<file path="src/rtl/i2c_reg_sequencer.sv">
// Register read/write sequencer for the i2c_control core: expands one request into START/WRITE/READ/STOP steps.
// Optional address-NACK retry is built in when I2C_SEQ_RETRY_EN is defined.
module i2c_reg_sequencer #(
  parameter int unsigned TIMEOUT_CYCLES = 100000,
  parameter int unsigned RETRIES        = 3
) (
  input  logic       clk,
  input  logic       reset,
  input  logic       req_valid,
  output logic       req_ready,
  input  logic       req_rw,
  input  logic [6:0] req_dev,
  input  logic [7:0] req_reg,
  input  logic [7:0] req_wdata,
  output logic       rsp_valid,
  output logic [7:0] rsp_rdata,
  output logic [1:0] rsp_err,
  output logic [2:0] core_cmd,
  output logic [7:0] core_wdata,
  input  logic       core_busy,
  input  logic       core_nack,
  input  logic [7:0] core_rdata
);
  localparam int unsigned TW = $clog2(TIMEOUT_CYCLES + 1);

  localparam logic [2:0] CMD_NONE      = 3'd0;
  localparam logic [2:0] CMD_START     = 3'd1;
  localparam logic [2:0] CMD_STOP      = 3'd2;
  localparam logic [2:0] CMD_WRITE     = 3'd3;
  localparam logic [2:0] CMD_READ_ACK  = 3'd4;
  localparam logic [2:0] CMD_READ_NACK = 3'd5;

  localparam logic [1:0] ERR_OK      = 2'd0;
  localparam logic [1:0] ERR_NACK    = 2'd1;
  localparam logic [1:0] ERR_TIMEOUT = 2'd2;

  typedef enum logic [3:0] {
    IDLE, ISSUE, WAIT_START, WAIT_DONE, CHECK, ABORT, ABORT_START, ABORT_DONE, RESP
  } state_t;

  state_t        state;
  logic [2:0]    step;
  logic          rw;
  logic [6:0]    dev;
  logic [7:0]    reg_addr;
  logic [7:0]    wdata;
  logic [7:0]    rdata;
  logic [TW-1:0] timer;

`ifdef I2C_SEQ_RETRY_EN
  localparam int unsigned RCW = (RETRIES > 0) ? $clog2(RETRIES + 1) : 1;
  logic [RCW-1:0] retry_cnt;
  logic           retry_pend;
`endif

  // Step lists: write = S,W,W,W,P ; read = S,W,W,S,W,RN,P
  function automatic logic [2:0] step_cmd(input logic is_read, input logic [2:0] s);
    logic [2:0] c;
    c = CMD_STOP;
    if (is_read) begin
      case (s)
        3'd0, 3'd3:       c = CMD_START;
        3'd1, 3'd2, 3'd4: c = CMD_WRITE;
        3'd5:             c = CMD_READ_NACK;
        default:          c = CMD_STOP;
      endcase
    end else begin
      case (s)
        3'd0:             c = CMD_START;
        3'd1, 3'd2, 3'd3: c = CMD_WRITE;
        default:          c = CMD_STOP;
      endcase
    end
    return c;
  endfunction

  function automatic logic [7:0] step_byte(input logic is_read, input logic [2:0] s,
                                           input logic [6:0] d, input logic [7:0] r,
                                           input logic [7:0] w);
    logic [7:0] b;
    b = 8'h00;
    case (s)
      3'd1:    b = {d, 1'b0};
      3'd2:    b = r;
      3'd3:    b = is_read ? 8'h00 : w;
      3'd4:    b = is_read ? {d, 1'b1} : 8'h00;
      default: b = 8'h00;
    endcase
    return b;
  endfunction

  logic [2:0] cur_cmd;
  logic [2:0] nxt_cmd;
  logic [7:0] nxt_byte;
  logic       waiting;
  logic       wait_met;
  logic       timed_out;

  always_comb begin
    cur_cmd   = step_cmd(rw, step);
    nxt_cmd   = step_cmd(rw, 3'(step + 3'd1));
    nxt_byte  = step_byte(rw, 3'(step + 3'd1), dev, reg_addr, wdata);
    waiting   = (state == WAIT_START) || (state == WAIT_DONE) ||
                (state == ABORT_START) || (state == ABORT_DONE);
    wait_met  = ((state == WAIT_START) || (state == ABORT_START)) ? core_busy : !core_busy;
    timed_out = (timer <= TW'(1));
  end

  always_ff @(posedge clk) begin
    if (reset) begin
      state      <= IDLE;
      step       <= 3'd0;
      rw         <= 1'b0;
      dev        <= 7'h00;
      reg_addr   <= 8'h00;
      wdata      <= 8'h00;
      rdata      <= 8'h00;
      timer      <= '0;
      req_ready  <= 1'b0;
      rsp_valid  <= 1'b0;
      rsp_rdata  <= 8'h00;
      rsp_err    <= ERR_OK;
      core_cmd   <= CMD_NONE;
      core_wdata <= 8'h00;
`ifdef I2C_SEQ_RETRY_EN
      retry_cnt  <= '0;
      retry_pend <= 1'b0;
`endif
    end else begin
      core_cmd  <= CMD_NONE;
      rsp_valid <= 1'b0;
      // A hung core gets no STOP: report timeout straight away.
      if (waiting && !wait_met && timed_out) begin
        timer     <= '0;
        rsp_valid <= 1'b1;
        rsp_err   <= ERR_TIMEOUT;
        rsp_rdata <= 8'h00;
        state     <= RESP;
      end else begin
        unique case (state)
          IDLE: begin
            req_ready <= 1'b1;
            if (req_valid && req_ready) begin
              req_ready  <= 1'b0;
              rw         <= req_rw;
              dev        <= req_dev;
              reg_addr   <= req_reg;
              wdata      <= req_wdata;
              rdata      <= 8'h00;
              step       <= 3'd0;
              core_cmd   <= CMD_START;
              core_wdata <= 8'h00;
`ifdef I2C_SEQ_RETRY_EN
              retry_cnt  <= '0;
              retry_pend <= 1'b0;
`endif
              state      <= ISSUE;
            end
          end
          ISSUE: begin
            timer <= TW'(TIMEOUT_CYCLES);
            state <= WAIT_START;
          end
          WAIT_START: begin
            timer <= timer - TW'(1);
            if (wait_met) state <= WAIT_DONE;
          end
          WAIT_DONE: begin
            timer <= timer - TW'(1);
            if (wait_met) state <= CHECK;
          end
          CHECK: begin
            if (cur_cmd == CMD_READ_ACK || cur_cmd == CMD_READ_NACK) rdata <= core_rdata;
            if (cur_cmd == CMD_WRITE && core_nack) begin
              core_cmd   <= CMD_STOP;
              core_wdata <= 8'h00;
`ifdef I2C_SEQ_RETRY_EN
              retry_pend <= (step == 3'd1) && (retry_cnt < RCW'(RETRIES));
`endif
              state      <= ABORT;
            end else if (cur_cmd == CMD_STOP) begin
              rsp_valid <= 1'b1;
              rsp_err   <= ERR_OK;
              rsp_rdata <= rdata;
              state     <= RESP;
            end else begin
              step       <= 3'(step + 3'd1);
              core_cmd   <= nxt_cmd;
              core_wdata <= nxt_byte;
              state      <= ISSUE;
            end
          end
          ABORT: begin
            timer <= TW'(TIMEOUT_CYCLES);
            state <= ABORT_START;
          end
          ABORT_START: begin
            timer <= timer - TW'(1);
            if (wait_met) state <= ABORT_DONE;
          end
          ABORT_DONE: begin
            timer <= timer - TW'(1);
            if (wait_met) begin
`ifdef I2C_SEQ_RETRY_EN
              if (retry_pend) begin
                retry_pend <= 1'b0;
                retry_cnt  <= retry_cnt + RCW'(1);
                step       <= 3'd0;
                core_cmd   <= CMD_START;
                core_wdata <= 8'h00;
                state      <= ISSUE;
              end else begin
                rsp_valid <= 1'b1;
                rsp_err   <= ERR_NACK;
                rsp_rdata <= 8'h00;
                state     <= RESP;
              end
`else
              rsp_valid <= 1'b1;
              rsp_err   <= ERR_NACK;
              rsp_rdata <= 8'h00;
              state     <= RESP;
`endif
            end
          end
          RESP: begin
            req_ready <= 1'b1;
            state     <= IDLE;
          end
          default: state <= IDLE;
        endcase
      end
    end
  end
endmodule

</file>
<file path="config.mk">
export PLATFORM = sky130hd
export DESIGN_NAME = i2c_reg_sequencer
export DESIGN_NICKNAME = d
export VERILOG_FILES = /design/src/rtl/i2c_reg_sequencer.sv
export SDC_FILE = /design/constraint.sdc
export NUM_CORES = 1
export LEC_CHECK = 0
export CAP_MARGIN = 5
export CORE_MARGIN = 2
export CORE_UTILIZATION = 25
export DETAILED_ROUTE_END_ITERATION = 10
export HOLD_SLACK_MARGIN = 0.08
export PLACE_DENSITY = 0.44
export SYNTH_ARGS = -nofsm -noshare
export SYNTH_HDL_FRONTEND = slang
export SYNTH_SLANG_ARGS = --single-unit
</file>
<file path="constraint.sdc">
create_clock -name clk -period 2.35 [get_ports clk]
set_input_delay 0.47 -clock clk [delete_from_list [all_inputs] [get_ports clk]]
set_output_delay 0.47 -clock clk [all_outputs]
set_load 0.02 [all_outputs]
</file>
==> impl_results.md, run 1 <==
* Area of the multi-input gates at 1959 um2
* Inserted Diodes at 0
* Crit-path max FO at 26
* Grt ovf at 0
* Top cells by area, synth: dfxtp_1, a21oi_1, nand2_1
* Final nets at 554
* Register area at 1584 um2
* Max Clock Freq at 460.6 MHz
* Fin crit share at 92.38%
* WL/cell at 14.22 um
* Die width at 126.1 um
* Die height at 126.1 um
* Avg Inst Size Synth at 8.427 um2
* Reg2reg start: timer[12]
* Fin Clk Skew at 0.008540 ns
* Post-Syn Nets at 489
* Antenna violations before repair at 0
* Pre-antenna DRT Iters at 6
* Worst EP required at 2.53 ns
* Syn-to-layout area delta at 31.51%
* Drt drc at 0
* CP endpoint kind: flip-flop
* Hold Violations, Final at 0
* DP Wirelength at 7.206 mm
* Largest net degree at the start of global routing at 28
* Post-synth top area share at 42.46%
* Core Rows at 44
* VDD IR max at 0.0003251 V
* Layout cells sized above 1 at 11.13%
* Antenna Nets Post-Route at 0
* Port bufs at 59
* Worst reg-to-reg setup slack at 0.18 ns
* Most frequent cell after synthesis: dfxtp_1
* Hold Crit Start: wdata[2]
* Sequential area share after synthesis at 42.46%
* Clk root buf: clkbuf_16
* Clock transition at path regs at 0.06 ns
* Top cells by count, synth: dfxtp_1, nand2_1, a21oi_1, nor2_1, nand3_1
* FILL cells at 1544
* CP arrival at 2.35 ns
* Final wirelength at 9.897 mm
* Worst slew pin tran at 0.6682 ns
* Mapped cell area at 3725 um2
* Top FF cell, synth: dfxtp_1
* Placement Cell Area at 4544 um2
* LEAKAGE at 0.001731 uW
* Die area at 15890 um2
* H-tree depth at 3
* Total number of vias at 3362
* Minimum clock period at 2.171 ns
* Hold slack at 0.4561 ns
* IO Pins at 60
* CTS tree: done
* Area leader, netlist: dfxtp_1
* GP Congestion at 0.8209
* Outcome: finished, final reports clean
* Hold Path Cell Cnt at 2
* All-Layer GR Usage at 12.71%
* Final instance area at 4898 um2
* Worst slew margin at 55.36%
* Vias in the first global route at 3294
* Crit start category: flip-flop
* Pwr dens at 766.4 nW/um2
* TNS Setup at 0 ns
* YS warnings at 0
* Clock sinks at 79
* First-pass GRT wire length at 16.28 mm
* Max-cap viol count at 0
* Via/cell ratio at 4.830
* Worst r2r dst: state[1]
* Critical path type: flip-flop to flip-flop
* Core area at 14530 um2
* Yosys cell types at 58
* Async S/R FF share, synth at 0%
* Total power at 3754 uW
* Initial core utilization at 25.63%
* Synthesized instance count at 442
* Clock buffer count from CTS at 9
* Hold Crit Class: flip-flop to flip-flop
* First DRT Iteration DRCs at 232
* Unrepaired setup endpoints after global routing: false
* Min-Delay Endpoint: wdata[2]
* Final Max Tran Viols at 0
* Maximum clock insertion buffer count at 2
* Synthesis-stage register bit count at 79
* Number of flops mapped to enable cells by yosys at 0
* Core Util, Final at 33.70%
* Clk Latency, worst-skew pair at 0.34 ns
* Cells on worst reg2reg path at 4
* Setup Viol. Count Final at 0
==> kinds of logic after synthesis <==
logic type / after synthesis / share of synthesized area, %
muxes: 13 / 3.628
AOI/OAI and AO/OA: 109 / 18.61
DFF: 79 / 42.46
xor gates and xnor gates: 9 / 2.116
buffers and inverters: 37 / 5.475
adders and majority gates: 10 / 3.359
and+or+nand+nor: 185 / 24.35
==> layout make-up <==
type	instances	share of cell area, %
Multi-Input combinational cell	326	40.00
Sequential cell	79	32.34
Timing Repair Buffer	83	15.73
Clock buffer	11	4.955
Tap cell	184	4.700
Clock inverter	5	1.660
Inverter	8	0.6130
==> state kept, by name (all words and copies together), names as in the netlist, 4 cells and up <==
register and cells:
timer 17, core_wdata 8, rdata 8, reg_addr 8, rsp_rdata 8, wdata 8, dev 7, state 4
==> layer usage <==
| layer | track usage (%) | part of all wire, % | vias to the layer above |
|---|---|---|---|
| met4 | 4.913 | 1.5 | 0 |
| met1 | 17.20 | 48 | 1583 |
| met2 | 20.02 | 47 | 54 |
| li1 | - | - | 1715 |
| met5 | 0 | 0 | - |
| met3 | 2.464 | 3.1 | 10 |
==> how the worst max path moves through the flow <==
stage | from | end | slack (ns)
2_1_floorplan | step[2] | core_wdata[5] | 0.01
3_3_place_gp | step[0] | core_wdata[4] | 0.03
3_5_place_dp | step[0] | core_wdata[4] | -0.07
4_1_cts | step[0] | step[2] | 0.06
5_1_grt | step[1] | step[2] | 0.08
6_report | timer[12] | state[1] | 0.18
==> report_power, final <==
part           switching (uW)  internal [uW]
Sequential               81.5           1430
Combinational             362            362
Clock                     560            960
Total                    1000           2750
==> what timing repair did <==
item / CTS / global route
setup endpoints to repair: 8 / 20
cloned: 0 / 0
pin swaps: 1 / 0
resized for setup: 0 / 6
hold buffers: 0 / 0
setup buffers: 1 / 0
==> critical path, stage by stage, from the launching register on <==
cell and delay (ns):
dfxtp_1 0.35, or4_4 0.55, or4_1 0.76, nand2_8 0.27, a311oi_1 0.09
==> cell usage in the layout, fill, tap and decap left out, types with 3 or more instances in the layout <==
cell / n
a21oi_1: 58
o31ai_1: 8
nand3_1: 23
xor2_1: 6
a22oi_1: 3
and2_1: 3
mux2_2: 4
nand3b_1: 3
nor3_1: 11
and3_1: 8
nor2_1: 36
buf_4: 24
nand2_1: 69
o21ai_0: 6
dfxtp_1: 77
nand2b_1: 4
nand4_1: 7
clkbuf_16: 9
xnor2_1: 3
a32o_1: 10
mux2i_1: 9
clkdlybuf4s50_1: 59
a31oi_1: 4
ha_1: 9
inv_1: 8
==> per-stage QoR <==
stage / setup slack (ns) / cells
finish: 0.1790 / 696
CTS: 0.05763 / 696
floorplan: 0.01193 / 442
global placement: 0.03435 / 679
global route: 0.07688 / 696
detailed placement: -0.07253 / 679
No activity file was read; power rests on OpenSTA's default activity.
==> run 2: changes to the inputs <==
CORE_ASPECT_RATIO = 1.1   (was not set)
==> impl_results.md, run 2 (synthesis gave the netlist of run 1 again) <==
* VDD IR max at 0.0003025 V (was 0.0003251 V)
* Hold Violations, Final at 0 (unchanged)
* CTS tree: done (unchanged)
* Core Rows at 46 (was 44)
* CP endpoint kind: flip-flop (unchanged)
* GP Congestion at 0.8008 (was 0.8209)
* Antenna Nets Post-Route at 0 (unchanged)
* Most flops, register: timer (unchanged)
* Max-cap viol count at 0 (unchanged)
* Final wirelength at 10.13 mm (was 9.897 mm)
* Clock buffer count from CTS at 9 (unchanged)
* Via/cell ratio at 4.727 (was 4.830)
* Pre-antenna DRT Iters at 4 (was 6)
* Total power at 3736 uW (was 3754 uW)
* Drt drc at 0 (unchanged)
* Maximum clock insertion buffer count at 2 (unchanged)
* Max Clock Freq at 459.8 MHz (was 460.6 MHz)
* Hold Crit Class: flip-flop to flip-flop (unchanged)
* Final Max Tran Viols at 0 (unchanged)
* CP arrival at 2.45 ns (was 2.35 ns)
* Most common cell after layout, fill and taps aside: dfxtp_1 (unchanged)
* Fin crit share at 92.55% (was 92.38%)
* Worst slew pin tran at 0.6595 ns (was 0.6682 ns)
* Final instance area at 4926 um2 (was 4898 um2)
* Core area at 14500 um2 (was 14530 um2)
* Hold Crit Start: rdata[0] (was wdata[2])
* All-Layer GR Usage at 13.42% (was 12.71%)
* Reg2reg start: step[0] (was timer[12])
* Inserted Diodes at 0 (unchanged)
* Die height at 132.0 um (was 126.1 um)
* Port bufs at 59 (unchanged)
* Antenna violations before repair at 0 (unchanged)
* Die area at 15890 um2 (about the same)
* Clk root buf: clkbuf_16 (unchanged)
* Placement Cell Area at 4592 um2 (was 4544 um2)
* H-tree depth at 3 (unchanged)
* Total number of vias at 3347 (was 3362)
* Clock transition at path regs at 0.06 ns (about the same)
* Worst reg-to-reg setup slack at 0.18 ns (about the same)
* Clk Latency, worst-skew pair at 0.34 ns (about the same)
* Critical path type: flip-flop to flip-flop (unchanged)
* Vias in the first global route at 3390 (was 3294)
* DP Wirelength at 7.410 mm (was 7.206 mm)
* FILL cells at 1547 (was 1544)
* Layout cells sized above 1 at 11.43% (was 11.13%)
* Grt ovf at 0 (unchanged)
* Max FFs per register at 17 (unchanged)
* Placed insts at 692 (was 679)
* Worst slew margin at 55.94% (was 55.36%)
* LEAKAGE at 0.001743 uW (was 0.001731 uW)
* Largest net degree at the start of global routing at 28 (unchanged)
* IO Pins at 60 (unchanged)
* Most frequent cells in the layout: dfxtp_1, nand2_1, clkdlybuf4s50_1 (unchanged)
* Initial core utilization at 25.68% (was 25.63%)
* Setup bufs post-CTS at 0 (was 1)
* First DRT Iteration DRCs at 154 (was 232)
* Die width at 120.4 um (was 126.1 um)
* Setup Viol. Count Final at 0 (unchanged)
* Pre-CTS setup slack at 0.04680 ns (was -0.07253 ns)
* Worst setup slack after layout at 0.1751 ns (was 0.1790 ns)
* Fin Clk Skew at 0.008332 ns (was 0.008540 ns)
* Worst setup path start: step[0] (was timer[12])
* Worst EP required at 2.62 ns (was 2.53 ns)
* Final nets at 558 (was 554)
* WL/cell at 14.31 um (was 14.22 um)
* First-pass GRT wire length at 16.99 mm (was 16.28 mm)
* Fin cells at 708 (was 696)
* Crit start category: flip-flop (unchanged)
* Crit-path max FO at 6 (was 26)
* Outcome: finished, final reports clean (unchanged)
* Pwr dens at 758.3 nW/um2 (was 766.4 nW/um2)
* Syn-to-layout area delta at 32.25% (was 31.51%)
* Clock sinks at 79 (unchanged)
* Minimum clock period at 2.175 ns (was 2.171 ns)
run 2: critical path, stage by stage (launching register included):
cell,delay (ns)
dfxtp_1,0.39
inv_1,0.12
ha_1,0.28
nor4b_2,0.34
a31oi_1,0.17
o2111a_1,0.26
or4_1,0.42
a21oi_1,0.13
run 2: worst paths after layout:
check	to	depth (start not counted)
setup reg to reg	step[2]	7
hold / removal	rsp_rdata[0]	2
setup / recovery	step[2]	7
hold reg to reg	rsp_rdata[0]	2
run 2: what timing repair did:
item | CTS | global route
endpoints found under the setup margin | 0 | 22
gates resized for setup | 0 | 4
hold endpoints to repair | 0 | 0
hold buffers | 0 | 0
run 2: area by class of cell:
cell class	instances	area [um2]	area share [%]
clock inverters	5	82.58	1.676
inverters	8	30.03	0.6096
flip-flops and latches	79	1583	32.13
clock buffers	11	232.7	4.724
multi-input cells	326	1957	39.73
well taps	192	240.2	4.877
repair buffers	87	800.8	16.26
run 2: stage by stage:
step                  TNS, ns  utilization [%]  hold WS, ns
finish                      0            33.96       0.4555
floorplan                   0                -       0.4271
global placement            0            31.66       0.4456
detailed placement          0            31.66       0.4492
global route        -0.008978            33.96       0.4715
CTS                         0            33.83       0.4586
run 2: routing by layer:
metal	track usage [%]	up-vias	part of all wire [%]
met5	0	-	0
met4	4.651	0	1.5
met3	3.330	7	3.4
met2	22.28	68	50
met1	16.84	1548	46
li1	-	1724	-
run 2: power breakdown:
part / switching (uW) / leakage [uW] / internal (uW) / total [uW]
Combinational: 363 / 0.000948 / 365 / 728
Sequential: 81.2 / 0.000641 / 1430 / 1510
Clock: 565 / 0.000154 / 933 / 1500
Total: 1010 / 0.00174 / 2730 / 3740
